[src/rtl/opcode_pkg.sv]
// Instruction opcodes for the instruction unit.
// Code 4'hF is left undefined and decodes as illegal.
package opcode_pkg;

  typedef enum logic [3:0] {
    OP_NOP  = 4'h0,
    OP_LDR  = 4'h1,
    OP_STR  = 4'h2,
    OP_RES1 = 4'h3,
    OP_RES2 = 4'h4,
    OP_ADD  = 4'h5,
    OP_SUB  = 4'h6,
    OP_AND  = 4'h7,
    OP_OR   = 4'h8,
    OP_XOR  = 4'h9,
    OP_SP1  = 4'hA,
    OP_SP2  = 4'hB,
    OP_SP3  = 4'hC,
    OP_SP4  = 4'hD,
    OP_SP5  = 4'hE
  } opcode_t;

  function automatic logic is_alu(input opcode_t op);
    return (op >= OP_ADD) && (op <= OP_SP5);
  endfunction

endpackage

[src/rtl/system_widths_pkg.sv]
// Shared widths, defaults and FSM states.
// Address field sits in instr[12:0], below rb.
package system_widths_pkg;

  localparam int ADDR_W          = 13;
  localparam int FIFO_DEPTH_DEF  = 4;
  localparam int MEM_TIMEOUT_DEF = 64;

  typedef enum logic [2:0] {
    ST_IDLE,
    ST_FETCH,
    ST_ISSUE_MEM,
    ST_WAIT_MEM,
    ST_ISSUE_ALU,
    ST_WAIT_ALU,
    ST_DONE
  } state_t;

endpackage

[src/rtl/iu_miu_if.sv]
// Byte-wide memory request channel between the
// instruction unit and the memory interface unit.
interface iu_miu_if;
  import system_widths_pkg::*;

  logic              mem_req;
  logic              mem_we;
  logic [ADDR_W-1:0] mem_addr;
  logic [7:0]        mem_write;
  logic [7:0]        mem_read;
  logic              mem_done;

  modport iu (
    output mem_req, mem_we, mem_addr, mem_write,
    input  mem_read, mem_done
  );

  modport mem (
    input  mem_req, mem_we, mem_addr, mem_write,
    output mem_read, mem_done
  );
endinterface

[src/rtl/iu_instr_fifo.sv]
// Instruction queue; pointers carry an extra wrap
// bit so full and empty are told apart.
module iu_instr_fifo #(
  parameter int WIDTH = 32,
  parameter int DEPTH = 4
) (
  input  logic             clk,
  input  logic             reset,
  input  logic             push_i,
  input  logic [WIDTH-1:0] data_i,
  input  logic             pop_i,
  output logic [WIDTH-1:0] data_o,
  output logic             full_o,
  output logic             empty_o
);
  localparam int AW = $clog2(DEPTH);

  logic [AW:0]      wr_q, rd_q;
  logic [WIDTH-1:0] mem_q [DEPTH];
  logic             do_push, do_pop;

  assign full_o  = (wr_q[AW] != rd_q[AW]) &&
                   (wr_q[AW-1:0] == rd_q[AW-1:0]);
  assign empty_o = (wr_q == rd_q);
  assign do_push = push_i && !full_o;
  assign do_pop  = pop_i && !empty_o;
  assign data_o  = mem_q[rd_q[AW-1:0]];

  always_ff @(posedge clk) begin
    if (reset) begin
      wr_q <= '0;
      rd_q <= '0;
    end else begin
      if (do_push) wr_q <= wr_q + (AW+1)'(1);
      if (do_pop)  rd_q <= rd_q + (AW+1)'(1);
    end
  end

  always_ff @(posedge clk) begin
    if (do_push) mem_q[wr_q[AW-1:0]] <= data_i;
  end
endmodule

[src/rtl/instruction_unit_q.sv]
// Queued instruction unit: fetch, decode, then
// drive memory or ALU and write back to the regfile.
module instruction_unit_q
  import opcode_pkg::*;
  import system_widths_pkg::*;
#(
  parameter int DATA_W       = 32,
  parameter int FIFO_DEPTH   = FIFO_DEPTH_DEF,
  parameter int MEM_TIMEOUT  = MEM_TIMEOUT_DEF,
  parameter int LDR_SIGN_EXT = 0
) (
  input  logic              clk,
  input  logic              reset,
  input  logic              instr_valid,
  input  logic [31:0]       instr_in,
  output logic              instr_ready,
  output logic              core_ready_flag,
  output logic              alu_busy_flag,
  output logic              mem_busy_flag,
  output logic              instruction_done_flag,
  output logic              illegal_opcode_flag,
  output logic              mem_timeout_flag,
  output logic [31:0]       retired_count,
  output logic [4:0]        rf_addr_a,
  output logic [4:0]        rf_addr_b,
  input  logic [DATA_W-1:0] rf_data_a,
  input  logic [DATA_W-1:0] rf_data_b,
  output logic              rf_wen,
  output logic [4:0]        rf_write_addr,
  output logic [DATA_W-1:0] rf_write_data,
  output logic [3:0]        alu_op,
  output logic [DATA_W-1:0] alu_a,
  output logic [DATA_W-1:0] alu_b,
  input  logic [DATA_W-1:0] alu_result,
  input  logic              alu_done,
  iu_miu_if.iu              miu
);
  localparam int   TCW = $clog2(MEM_TIMEOUT + 1);
  localparam logic SX  = (LDR_SIGN_EXT != 0);

  state_t            state_q;
  opcode_t           op_q, hop;
  logic [4:0]        rt_q, ra_q, rb_q;
  logic [ADDR_W-1:0] addr_q;
  logic [7:0]        sbyte_q;
  logic [DATA_W-1:0] wdata_q, ldr_data;
  logic              wb_q, ill_q, to_q;
  logic [TCW-1:0]    tcnt_q;
  logic              mreq_q, mwe_q;
  logic              done_q, rfwen_q, illf_q, tof_q;
  logic [31:0]       ret_q;
  logic [31:0]       head;
  logic              push, pop, full, empty, alu_st;

  assign instr_ready = !full;
  assign push        = instr_valid && !full;
  assign pop         = (state_q == ST_FETCH);
  assign hop         = opcode_t'(head[31:28]);

  iu_instr_fifo #(.WIDTH(32), .DEPTH(FIFO_DEPTH)) u_fifo (
    .clk     (clk),
    .reset   (reset),
    .push_i  (push),
    .data_i  (instr_in),
    .pop_i   (pop),
    .data_o  (head),
    .full_o  (full),
    .empty_o (empty)
  );

  assign alu_st = (state_q == ST_ISSUE_ALU) ||
                  (state_q == ST_WAIT_ALU);

  assign core_ready_flag = (state_q == ST_IDLE) && empty;
  assign alu_busy_flag   = alu_st;
  assign mem_busy_flag   = (state_q == ST_ISSUE_MEM) ||
                           (state_q == ST_WAIT_MEM);

  assign instruction_done_flag = done_q;
  assign illegal_opcode_flag   = illf_q;
  assign mem_timeout_flag      = tof_q;
  assign retired_count         = ret_q;
  assign rf_wen                = rfwen_q;
  assign rf_write_addr         = rt_q;
  assign rf_write_data         = wdata_q;

  // FETCH reads rt so a store byte can be latched on the pop edge
  always_comb begin
    rf_addr_a = '0;
    rf_addr_b = '0;
    if (state_q == ST_FETCH) rf_addr_a = head[27:23];
    if (alu_st) begin
      rf_addr_a = ra_q;
      rf_addr_b = rb_q;
    end
  end

  assign alu_op = alu_st ? 4'(op_q) : 4'd0;
  assign alu_a  = alu_st ? rf_data_a : '0;
  assign alu_b  = alu_st ? rf_data_b : '0;

  assign ldr_data = {{(DATA_W-8){SX & miu.mem_read[7]}},
                     miu.mem_read};

  assign miu.mem_req   = mreq_q;
  assign miu.mem_we    = mwe_q;
  assign miu.mem_addr  = addr_q;
  assign miu.mem_write = sbyte_q;

  always_ff @(posedge clk) begin
    if (reset) begin
      state_q <= ST_IDLE;
      op_q    <= OP_NOP;
      rt_q    <= '0;
      ra_q    <= '0;
      rb_q    <= '0;
      addr_q  <= '0;
      sbyte_q <= '0;
      wdata_q <= '0;
      wb_q    <= 1'b0;
      ill_q   <= 1'b0;
      to_q    <= 1'b0;
      tcnt_q  <= '0;
      mreq_q  <= 1'b0;
      mwe_q   <= 1'b0;
      done_q  <= 1'b0;
      rfwen_q <= 1'b0;
      illf_q  <= 1'b0;
      tof_q   <= 1'b0;
      ret_q   <= '0;
    end else begin
      done_q  <= 1'b0;
      rfwen_q <= 1'b0;
      illf_q  <= 1'b0;
      tof_q   <= 1'b0;
      unique case (state_q)
        ST_IDLE: if (!empty) state_q <= ST_FETCH;
        ST_FETCH: begin
          op_q   <= hop;
          rt_q   <= head[27:23];
          ra_q   <= head[22:18];
          rb_q   <= head[17:13];
          addr_q <= head[ADDR_W-1:0];
          tcnt_q <= '0;
          unique case (1'b1)
            (hop == OP_NOP): state_q <= ST_DONE;
            (hop == OP_LDR) || (hop == OP_STR): begin
              state_q <= ST_ISSUE_MEM;
              mreq_q  <= 1'b1;
              mwe_q   <= (hop == OP_STR);
              if (hop == OP_STR) sbyte_q <= rf_data_a[7:0];
            end
            is_alu(hop): state_q <= ST_ISSUE_ALU;
            default: begin
              ill_q   <= 1'b1;
              state_q <= ST_DONE;
            end
          endcase
        end
        ST_ISSUE_MEM, ST_WAIT_MEM: begin
          if (miu.mem_done) begin
            mreq_q  <= 1'b0;
            mwe_q   <= 1'b0;
            state_q <= ST_DONE;
            if (op_q == OP_LDR) begin
              wb_q    <= 1'b1;
              wdata_q <= ldr_data;
            end
          end else if (state_q == ST_ISSUE_MEM) begin
            state_q <= ST_WAIT_MEM;
          end else if (tcnt_q == TCW'(MEM_TIMEOUT - 1)) begin
            mreq_q  <= 1'b0;
            mwe_q   <= 1'b0;
            to_q    <= 1'b1;
            state_q <= ST_DONE;
          end else begin
            tcnt_q <= tcnt_q + TCW'(1);
          end
        end
        ST_ISSUE_ALU, ST_WAIT_ALU: begin
          if (alu_done) begin
            wb_q    <= 1'b1;
            wdata_q <= alu_result;
            state_q <= ST_DONE;
          end else begin
            state_q <= ST_WAIT_ALU;
          end
        end
        ST_DONE: begin
          done_q  <= 1'b1;
          rfwen_q <= wb_q;
          illf_q  <= ill_q;
          tof_q   <= to_q;
          ret_q   <= ret_q + 32'd1;
          wb_q    <= 1'b0;
          ill_q   <= 1'b0;
          to_q    <= 1'b0;
          state_q <= ST_IDLE;
        end
        default: state_q <= ST_IDLE;
      endcase
    end
  end
endmodule

[src/flat_wrapper.sv]
// flat-port wrapper written by rule: the top's interface ports become plain ports
module instruction_unit_q_flat import opcode_pkg::*; import system_widths_pkg::*;
#(
  parameter int DATA_W       = 32,
  parameter int FIFO_DEPTH   = FIFO_DEPTH_DEF,
  parameter int MEM_TIMEOUT  = MEM_TIMEOUT_DEF,
  parameter int LDR_SIGN_EXT = 0
)
  (clk, reset, instr_valid, instr_in, instr_ready, core_ready_flag, alu_busy_flag, mem_busy_flag, instruction_done_flag, illegal_opcode_flag, mem_timeout_flag, retired_count, rf_addr_a, rf_addr_b, rf_data_a, rf_data_b, rf_wen, rf_write_addr, rf_write_data, alu_op, alu_a, alu_b, alu_result, alu_done, miu_mem_req, miu_mem_we, miu_mem_addr, miu_mem_write, miu_mem_read, miu_mem_done);
  iu_miu_if miu_i ();
  input  logic clk;
  input  logic reset;
  input  logic instr_valid;
  input  logic [31:0] instr_in;
  output logic instr_ready;
  output logic core_ready_flag;
  output logic alu_busy_flag;
  output logic mem_busy_flag;
  output logic instruction_done_flag;
  output logic illegal_opcode_flag;
  output logic mem_timeout_flag;
  output logic [31:0] retired_count;
  output logic [4:0] rf_addr_a;
  output logic [4:0] rf_addr_b;
  input  logic [DATA_W-1:0] rf_data_a;
  input  logic [DATA_W-1:0] rf_data_b;
  output logic rf_wen;
  output logic [4:0] rf_write_addr;
  output logic [DATA_W-1:0] rf_write_data;
  output logic [3:0] alu_op;
  output logic [DATA_W-1:0] alu_a;
  output logic [DATA_W-1:0] alu_b;
  input  logic [DATA_W-1:0] alu_result;
  input  logic alu_done;
  output wire logic [$bits(miu_i.mem_req)-1:0] miu_mem_req;
  output wire logic [$bits(miu_i.mem_we)-1:0] miu_mem_we;
  output wire logic [$bits(miu_i.mem_addr)-1:0] miu_mem_addr;
  output wire logic [$bits(miu_i.mem_write)-1:0] miu_mem_write;
  input wire logic [$bits(miu_i.mem_read)-1:0] miu_mem_read;
  input wire logic [$bits(miu_i.mem_done)-1:0] miu_mem_done;
  assign miu_mem_req = miu_i.mem_req;
  assign miu_mem_we = miu_i.mem_we;
  assign miu_mem_addr = miu_i.mem_addr;
  assign miu_mem_write = miu_i.mem_write;
  assign miu_i.mem_read = miu_mem_read;
  assign miu_i.mem_done = miu_mem_done;
  instruction_unit_q #(.DATA_W(DATA_W), .FIFO_DEPTH(FIFO_DEPTH), .MEM_TIMEOUT(MEM_TIMEOUT), .LDR_SIGN_EXT(LDR_SIGN_EXT)) u_core (.clk(clk), .reset(reset), .instr_valid(instr_valid), .instr_in(instr_in), .instr_ready(instr_ready), .core_ready_flag(core_ready_flag), .alu_busy_flag(alu_busy_flag), .mem_busy_flag(mem_busy_flag), .instruction_done_flag(instruction_done_flag), .illegal_opcode_flag(illegal_opcode_flag), .mem_timeout_flag(mem_timeout_flag), .retired_count(retired_count), .rf_addr_a(rf_addr_a), .rf_addr_b(rf_addr_b), .rf_data_a(rf_data_a), .rf_data_b(rf_data_b), .rf_wen(rf_wen), .rf_write_addr(rf_write_addr), .rf_write_data(rf_write_data), .alu_op(alu_op), .alu_a(alu_a), .alu_b(alu_b), .alu_result(alu_result), .alu_done(alu_done), .miu(miu_i));
endmodule
[config.mk]
export PLATFORM = sky130hd
export DESIGN_NAME = instruction_unit_q_flat
export DESIGN_NICKNAME = d
export VERILOG_FILES = /design/src/rtl/opcode_pkg.sv /design/src/rtl/system_widths_pkg.sv /design/src/rtl/iu_miu_if.sv /design/src/rtl/iu_instr_fifo.sv /design/src/rtl/instruction_unit_q.sv /design/src/flat_wrapper.sv
export SDC_FILE = /design/constraint.sdc
export NUM_CORES = 1
export LEC_CHECK = 0
export CAP_MARGIN = 20
export CORE_MARGIN = 2
export CORE_UTILIZATION = 43
export DETAILED_ROUTE_END_ITERATION = 8
export GPL_ROUTABILITY_DRIVEN = 0
export PLACE_DENSITY = 0.77
export SLEW_MARGIN = 20
export SYNTH_ARGS = -nofsm -noshare
export SYNTH_HDL_FRONTEND = slang
export SYNTH_HIERARCHICAL = 1
export SYNTH_SLANG_ARGS = --single-unit
[constraint.sdc]
create_clock -name clk -period 3.8 [get_ports clk]
set_clock_uncertainty 0.15 [all_clocks]
set_input_delay 0.76 -clock clk [delete_from_list [all_inputs] [get_ports clk]]
set_output_delay 0.76 -clock clk [all_outputs]
set_load 0.01 [all_outputs]
==> flow_metrics.env, run 1 <==
export IMPL_cap_violations=0
export IMPL_clockBufferDepth=3
export IMPL_post_route_drc_count=0
export IMPL_ys_ff_latch=259
export IMPL_rsz0062_at_grt="false"
export IMPL_synth_avg_cell_area_um2=11.9
export IMPL_slew_headroom_pct=49.4
export IMPL_die_w_um=162
export IMPL_cts_buffers=27
export IMPL_setup_ws_ns=0.145
export IMPL_period_share_pct=96.2
export IMPL_critical_path_class="reg -> out"
export IMPL_yosys_warnings=6
export IMPL_dieArea_um2=26300
export IMPL_dp_hpwl_um=23100
export IMPL_arrival_ns=2.75
export IMPL_nets=1355
export IMPL_yosysTopAreaCellShare_pct=35.8
export IMPL_fp_dieH_um=162
export IMPL_layout_common_cells="clkdlybuf4s50_1, dfxtp_1, edfxtp_1"
export IMPL_cts_root_buf="clkbuf_16"
export IMPL_hold_viol_final=0
export IMPL_num_rows=57
export IMPL_ys_types=62
export IMPL_grt_max_degree=72
export IMPL_synthCells=902
export IMPL_clkPwrFrac_pct=28.1
export IMPL_clk_pin_slew_worst_paths_ns=0.06
export IMPL_placed_cells=1502
export IMPL_irDropWorstVdd_mv=0.376
export IMPL_fin_util_pct=61.7
export IMPL_final_cells=1555
export IMPL_dr_total_vias=8315
export IMPL_htreeDepth=1
export IMPL_critPathSlowestCell="clkdlybuf4s50_1"
export IMPL_cts_setup_buffers=0
export IMPL_hold_buffers=0
export IMPL_num_io_pins=319
export IMPL_synth_edff_count=128
export IMPL_async_flop_share_pct=0
export IMPL_hold_class="reg -> reg"
export IMPL_final_setup_tns_ns=0
export IMPL_tightestPinTransition_ns=0.755
export IMPL_tritoncts="built"
export IMPL_layout_min_cycle_time_ns=3.66
export IMPL_insertion_delay_ns=0.53
export IMPL_initial_utilization_pct=44.0
export IMPL_status="complete, no violations"
export IMPL_p_int_w=0.00601
export IMPL_setup_viol=0
export IMPL_nFillCells=1952
export IMPL_clock_sink_count=259
export IMPL_slowest_delay_ns=0.65
export IMPL_p_sw_share_pct=29.9
export IMPL_via_per_inst=5.35
export IMPL_netSwitchingPower_w=0.00256
export IMPL_crit_buf_inv=1
export IMPL_postRouteAntennaNets=0
export IMPL_grt_pass1_vias=8039
export IMPL_portBuffers=318
export IMPL_routedWlPerCell_um=20.4
export IMPL_endpoint_kind="output port"
export IMPL_synth_seq_area_share_pct=60.2
export IMPL_max_freq_mhz=274
export IMPL_synth_flop_cell="dfxtp_1"
export IMPL_first_pass_iters=5
export IMPL_syn_to_final_growth_pct=40.1
export IMPL_slew_viol_final=0
export IMPL_crit_family="simple AND/OR/NAND/NOR gates"
export IMPL_critical_path_peak_fanout=9
export IMPL_p_comb_share_pct=30.4
export IMPL_core_area_um2=24400
export IMPL_post_place_ws_ns=0.493
export IMPL_overflow=0
export IMPL_antenna_found_initial=7
export IMPL_grtUsageTotal_pct=23.4
export IMPL_final_common_cell="clkdlybuf4s50_1"
export IMPL_power_frac_seq_pct=41.5
export IMPL_syn_num_nets=1050
export IMPL_worst_setup_path_start_kind="flip-flop"
export IMPL_drive_above_1_share_pct=8.47
export IMPL_synthTopCellsByArea="edfxtp_1, dfxtp_1, mux4_2"
export IMPL_drt_wl_total_um=31700
export IMPL_grt_pass1_wl_um=47300
export IMPL_dr_first_iter_drc_count=560
export IMPL_powerDensity_nw_per_um2=570
export IMPL_path_cells="xnor2_2 > nand2_1 > nor2_1 > nor4b_1 > clkdlybuf4s50_1"
export IMPL_ctsResizeCount=2
export IMPL_syn_area_um2=10700
export IMPL_yosysTopAreaCell="edfxtp_1"
export IMPL_p_leak_nw=5.14
export IMPL_required_ns=2.89
## cell usage after synthesis, types with 8 or more instances
| library cell | instances |
|---|---|
| o31ai_1 | 12 |
| a31oi_1 | 9 |
| o21ai_0 | 17 |
| and2_1 | 81 |
| or3_1 | 8 |
| nor2_1 | 64 |
| edfxtp_1 | 128 |
| clkbuf_1 | 34 |
| a22oi_1 | 24 |
| nand2_1 | 99 |
| xor2_1 | 13 |
| buf_2 | 17 |
| nand4_1 | 13 |
| a211oi_1 | 10 |
| a21oi_1 | 62 |
| dfxtp_1 | 131 |
| mux2i_1 | 17 |
| mux4_2 | 32 |
| nand3_1 | 16 |
| or4_1 | 13 |
## sequential cells by signal (all words and copies together), names as in the netlist, 3 cells and up, named ones only
signal and flops:
u_core/rb_q 5, u_core/state_q 3, u_core/rf_write_addr 5, u_core/u_fifo/wr_q 3
u_core/retired_count 32, u_core/u_fifo/rd_q 3, u_core/miu.mem_addr 13, u_core/u_fifo/mem_q 128
u_core/rf_write_data 32, u_core/miu.mem_write 8, u_core/tcnt_q 7, u_core/op_q 4
u_core/ra_q 5
## worst min-delay path, cell delays in order, from the launching register on
cell and delay (ns):
dfxtp_1 0.31, nand2_1 0.05, a21oi_1 0.05
## power groups by stage
| stage | Sequential [W] | Clock, W | Combinational (W) |
|---|---|---|---|
| after floorplan | 0.00356 | 0 | 0.00145 |
| after global placement | 0.00358 | 0 | 0.00258 |
| after detailed placement | 0.00360 | 0 | 0.00260 |
| after global routing | 0.00360 | 0.00258 | 0.00281 |
| final | 0.00356 | 0.00241 | 0.00261 |
| after CTS | 0.00355 | 0.00247 | 0.00262 |
## per-layer routing
metal  global-route usage (%)  vias to the layer above  part of all wire, %
met5                        0                        -                 0.11
met3                     5.87                       69                  8.1
met1                     28.8                     3953                   38
met4                     9.61                        6                  4.1
met2                     39.6                      381                   50
li1                         -                     3906                    -
## path summary, 6_finish.rpt
check                         startpoint  slack (ns)  cells past startpoint                       to
hold / removal    u_core/miu.mem_addr[8]        0.30                      2   u_core/miu.mem_addr[8]
setup reg to reg       u_core/state_q[0]        0.84                      7  u_core/miu.mem_write[5]
hold reg to reg   u_core/miu.mem_addr[8]        0.30                      2   u_core/miu.mem_addr[8]
setup / recovery   u_core/u_fifo/wr_q[1]        0.14                      5          core_ready_flag
## cell families (layout without fill, tap and decap cells)
family	Yosys count	after routing	share of synthesized area, %
buf+inv	70	396	3.05
fa+ha+maj	7	7	0.815
other cells	0	3	0
flops	259	259	60.2
simple gates	342	342	16.8
xor+xnor	18	18	1.47
mux	50	50	8.40
compound gates	156	156	9.23
## area by class of cell
cell class | instances | area, um^2 | share of cell area (%)
multi-input combinational | 573 | 4000 | 26.6
sequential | 259 | 6470 | 43.0
timing repair buffer | 337 | 3340 | 22.2
clock inverter | 14 | 91.3 | 0.607
clock buffer | 36 | 709 | 4.71
tap | 324 | 405 | 2.69
inverter | 9 | 33.8 | 0.225
antenna | 3 | 7.51 | 0.0499
## through the flow
step	hold slack (ns)	power [W]	area (um^2)
detailed placement	0.295	0.00621	14200
CTS	0.305	0.00864	15000
global placement	0.292	0.00616	14200
floorplan	0.280	0.00500	10700
finish	0.302	0.00858	15000
global route	0.321	0.00900	15000
Note: power is estimated with default switching activity, not from simulation.
==> inputs of run 2 (changes only) <==
Settings changed: CELL_PAD_IN_SITES_DETAIL_PLACEMENT set to 0, CELL_PAD_IN_SITES_GLOBAL_PLACEMENT set to 1, CORE_UTILIZATION 43 to 33, PLACE_DENSITY 0.77 to not set, PLACE_DENSITY_LB_ADDON set to 0.1.
==> flow_metrics.env, run 2 (synthesis results as in run 1) <==
export IMPL_clockBufferDepth=3
export IMPL_rsz0062_at_grt="false"
export IMPL_htreeDepth=1
export IMPL_largest_reg_flops=128
export IMPL_syn_to_final_growth_pct=42.8
export IMPL_num_rows=66
export IMPL_worst_setup_path_start_kind="flip-flop"
export IMPL_met1_usage_pct=21.9
export IMPL_irDropWorstVdd_mv=0.312
export IMPL_use_met2_pct=32.1
export IMPL_portBuffers=318
export IMPL_hold_viol_final=0
export IMPL_clk_pin_slew_worst_paths_ns=0.06
export IMPL_layout_min_cycle_time_ns=3.61
export IMPL_postRouteAntennaNets=0
export IMPL_p_leak_nw=5.21
export IMPL_final_setup_tns_ns=0
export IMPL_slowest_delay_ns=0.66
export IMPL_path_cells="xnor2_4 > nand2_1 > nor2_1 > nor4b_1 > clkdlybuf4s50_1"
export IMPL_routedWlPerCell_um=18.8
export IMPL_post_route_drc_count=0
export IMPL_status="complete, no violations"
export IMPL_placed_cells=1622
export IMPL_max_freq_mhz=277
export IMPL_min_path_cells=2
export IMPL_slew_headroom_pct=48.2
export IMPL_drive_above_1_share_pct=9.24
export IMPL_r2r_end="u_core/u_fifo/mem_q[3][17]"
export IMPL_clkPwrFrac_pct=30.2
export IMPL_hold_class="reg -> reg"
export IMPL_tightestPinTransition_ns=0.778
export IMPL_critical_path_class="reg -> out"
export IMPL_diodes=0
export IMPL_reg2reg_from="u_core/u_fifo/wr_q[1]"
export IMPL_hold_end="u_core/miu.mem_addr[6]"
export IMPL_required_ns=2.89
export IMPL_whs_ns=0.302
export IMPL_setup_viol=0
export IMPL_cts_setup_buffers=0
export IMPL_first_pass_iters=4
export IMPL_period_share_pct=94.9
export IMPL_power_frac_seq_pct=40.1
export IMPL_grtUsageTotal_pct=17.8
export IMPL_powerDensity_nw_per_um2=578
export IMPL_dr_total_vias=8069
export IMPL_nets=1359
export IMPL_met3_usage_pct=4.33
export IMPL_cap_violations=0
export IMPL_die_w_um=184
export IMPL_num_io_pins=319
export IMPL_initial_utilization_pct=33.3
export IMPL_p_int_w=0.00625
export IMPL_crit_family="simple AND/OR/NAND/NOR gates"
export IMPL_overflow=0
export IMPL_p_comb_share_pct=29.8
export IMPL_regToRegSetupSlack_ns=1.01
export IMPL_grt_pass1_wl_um=46600
export IMPL_core_area_um2=32300
export IMPL_drt_wl_total_um=31500
export IMPL_final_common_cell="clkdlybuf4s50_1"
export IMPL_critPathSlowestCell="clkdlybuf4s50_1"
export IMPL_cts_buffers=29
export IMPL_cts_root_buf="clkbuf_16"
export IMPL_via_per_inst=4.81
export IMPL_layout_common_cells="clkdlybuf4s50_1, dfxtp_1, edfxtp_1"
export IMPL_dieArea_um2=34000
export IMPL_endpoint_kind="output port"
export IMPL_hold_start="u_core/miu.mem_addr[6]"
export IMPL_slew_viol_final=0
export IMPL_insertion_delay_ns=0.54
export IMPL_p_sw_share_pct=29.5
export IMPL_grt_busiest_layer="met2"
export IMPL_antenna_found_initial=2
export IMPL_critical_path_peak_fanout=9
export IMPL_crit_buf_inv=1
export IMPL_final_cells=1676
export IMPL_netSwitchingPower_w=0.00261
export IMPL_fp_dieH_um=184
export IMPL_reg2regPathDepth=7
export IMPL_tritoncts="built"
export IMPL_arrival_ns=2.70
export IMPL_dr_first_iter_drc_count=367
export IMPL_grt_max_degree=77
export IMPL_grt_pass1_vias=7747
export IMPL_dp_hpwl_um=22000
export IMPL_clock_sink_count=259
run 2: metal layers:
| metal | share of wire [%] | wire [um] |
|---|---|---|
| met1 | 42 | 13200 |
| met2 | 49 | 15600 |
| met3 | 7.3 | 2300 |
| met4 | 1.2 | 363 |
| met5 | 0.041 | 13 |
run 2: area by class of cell:
cell class,instances,area (um^2)
repair buffers,339,3390
inverters,9,33.8
clock inverters,10,103
well taps,442,553
flip-flops and latches,259,6470
clock buffers,44,802
fillers,2939,16900
multi-input cells,573,4000
run 2: worst max path at each step:
stage	start	end	depth (start not counted)
2_1_floorplan	u_core/u_fifo/rd_q[1]	u_core/u_fifo/mem_q[3][0]	7
3_3_place_gp	u_core/u_fifo/wr_q[1]	core_ready_flag	5
5_1_grt	u_core/u_fifo/wr_q[1]	core_ready_flag	5
3_5_place_dp	u_core/u_fifo/wr_q[1]	core_ready_flag	5
6_report	u_core/u_fifo/wr_q[1]	core_ready_flag	5
4_1_cts	u_core/u_fifo/wr_q[1]	core_ready_flag	5
run 2: timing repair:
item,4_1_cts,5_1_grt
hold buffers,0,0
resized for setup,1,1
setup endpoints to repair,1,1
run 2: power groups by stage:
stage          Combinational (W)  Sequential [W]  Clock, W
2_1_floorplan            0.00145         0.00356         0
3_3_place_gp             0.00269         0.00360         0
3_5_place_dp             0.00268         0.00361         0
4_1_cts                  0.00269         0.00355   0.00275
5_1_grt                  0.00287         0.00360   0.00287
6_report                 0.00264         0.00355   0.00268
run 2: per-stage QoR:
stage / instance area [um^2] / utilization (%) / setup slack [ns] / power (W)
2_1_floorplan: 10700 / - / 0.282 / 0.00500
3_3_place_gp: 14400 / 44.7 / 0.529 / 0.00629
3_5_place_dp: 14400 / 44.7 / 0.445 / 0.00629
4_1_cts: 15300 / 47.5 / 0.104 / 0.00899
5_1_grt: 15300 / 47.5 / 0.0537 / 0.00934
6_report: 15300 / 47.5 / 0.194 / 0.00886
run 2: worst register-to-register path, delay by kind of cell (launching register included):
| family | cells | cell delay [ns] |
|---|---|---|
| simple gates | 4 | 0.87 |
| flops | 1 | 0.57 |
| buf+inv | 1 | 0.46 |
| xor+xnor | 1 | 0.18 |
| compound gates | 1 | 0.18 |
==> inputs of run 3 (changes only) <==
Settings changed: CORE_UTILIZATION 33 to 44, DONT_BUFFER_PORTS set to 1.
==> flow_metrics.env, run 3 (synthesis results as in run 1) <==
export IMPL_die_w_um=160
export IMPL_powerDensity_nw_per_um2=673
export IMPL_first_pass_iters=5
export IMPL_critPathSlowestCell="xnor2_1"
export IMPL_cap_violations=0
export IMPL_worst_setup_path_start_kind="flip-flop"
export IMPL_hold_buffers=0
export IMPL_drt_wl_total_um=29200
export IMPL_clk_pin_slew_worst_paths_ns=0.06
export IMPL_endpoint_kind="output port"
export IMPL_postRouteAntennaNets=0
export IMPL_fp_dieH_um=160
export IMPL_max_freq_mhz=288
export IMPL_irDropWorstVdd_mv=0.464
export IMPL_path_cells="xnor2_1 > nand2_1 > nor2_1 > nor4b_1 > buf_4"
export IMPL_rsz0062_at_grt="false"
export IMPL_clockBufferDepth=3
export IMPL_setup_viol=0
export IMPL_dr_total_vias=7118
export IMPL_hold_viol_final=0
export IMPL_grt_max_degree=132
export IMPL_critical_path_peak_fanout=8
export IMPL_tightestPinTransition_ns=0.764
export IMPL_htreeDepth=1
export IMPL_num_rows=57
export IMPL_drive_above_1_share_pct=11.8
export IMPL_arrival_ns=2.56
export IMPL_cts_setup_buffers=0
export IMPL_post_route_drc_count=0
export IMPL_grt_pass1_vias=6942
export IMPL_via_per_inst=5.76
export IMPL_portBuffers=0
export IMPL_final_setup_tns_ns=0
export IMPL_hold_class="in -> reg"
export IMPL_nets=1034
export IMPL_core_area_um2=24200
export IMPL_final_common_cell="dfxtp_1"
export IMPL_tritoncts="built"
export IMPL_nFillCells=2149
export IMPL_layout_min_cycle_time_ns=3.47
export IMPL_grt_pass1_wl_um=43500
export IMPL_slowest_delay_ns=0.64
export IMPL_grtUsageTotal_pct=22.1
export IMPL_slew_headroom_pct=48.7
export IMPL_clock_sink_count=259
export IMPL_layout_common_cells="dfxtp_1, edfxtp_1, nand2_1"
export IMPL_syn_to_final_growth_pct=11.0
export IMPL_critical_path_class="reg -> out"
export IMPL_required_ns=2.89
export IMPL_period_share_pct=91.3
export IMPL_ctsResizeCount=0
export IMPL_slew_viol_final=0
export IMPL_p_leak_nw=4.00
export IMPL_status="complete, no violations"
export IMPL_dp_hpwl_um=20600
export IMPL_num_io_pins=319
export IMPL_cts_buffers=28
export IMPL_largest_reg_flops=128
export IMPL_design_area_um2=11900
export IMPL_dr_first_iter_drc_count=639
export IMPL_cts_root_buf="clkbuf_16"
export IMPL_antenna_found_initial=10
export IMPL_overflow=0
export IMPL_insertion_delay_ns=0.56
export IMPL_initial_utilization_pct=44.4
export IMPL_dieArea_um2=25700
export IMPL_placed_cell_area_um2=11000
export IMPL_routedWlPerCell_um=23.6
[run 3: cell count changes in the layout (fill, tap and decap cells not counted), sizes merged]
cell / before / now
buf: 22 / 15
clkbuf: 44 / 36
clkdlybuf4s50: 317 / 0
clkinv: 8 / 12
diode: 0 / 7
inv: 9 / 8
[run 3: path summary, 6_finish.rpt]
path | from | cells after the start | to | slack, ns
worst max-delay path | u_core/u_fifo/wr_q[0] | 5 | core_ready_flag | 0.33
worst min-delay path | reset | 1 | u_core/miu.mem_addr[0] | 0.12
worst max register to register | u_core/u_fifo/wr_q[0] | 8 | u_core/u_fifo/mem_q[0][7] | 0.78
worst min register to register | u_core/rb_q[3] | 2 | u_core/rb_q[3] | 0.30
[run 3: through the flow]
step / hold slack [ns] / total power [W] / setup slack (ns) / std cells / util, %
after floorplan: 0.280 / 0.00500 / 0.282 / 902 / -
after global placement: 0.286 / 0.00543 / 0.917 / 1179 / 45.5
after detailed placement: 0.291 / 0.00548 / 0.822 / 1179 / 45.5
after CTS: 0.0953 / 0.00813 / 0.315 / 1228 / 49.2
after global routing: 0.0949 / 0.00844 / 0.0968 / 1233 / 49.3
final: 0.124 / 0.00802 / 0.329 / 1236 / 49.3
[run 3: cell type report]
cell class	instances	area (um^2)	share of cell area (%)
diodes	7	17.5	0.147
well taps	324	405	3.40
flip-flops and latches	259	6470	54.2
multi-input cells	573	3980	33.3
repair buffers	15	129	1.08
inverters	9	33.8	0.283
clock buffers	36	751	6.30
clock inverters	13	144	1.21
[run 3: report_power, final]
group	internal (W)	switching, W	leakage, nW
combinational	0.000692	0.00108	1.33
sequential	0.00334	0.000291	2.24
clock	0.00153	0.00109	0.439
[run 3: worst max-delay path, delay by kind of cell (launching register included)]
kind / cells / cell delay [ns]
AND/OR/NAND/NOR: 3 / 0.77
XOR/XNOR: 1 / 0.64
flip-flops: 1 / 0.39
buffers and inverters: 1 / 0.21
[run 3: metal layers]
layer	share of wire (%)	vias to the layer above	global-route usage [%]	wire, um
li1	-	3276	-	-
met1	38	3496	25.8	11000
met2	50	290	38.5	14700
met3	9.5	54	7.43	2770
met4	2.7	2	7.04	803
met5	0.044	-	0	13
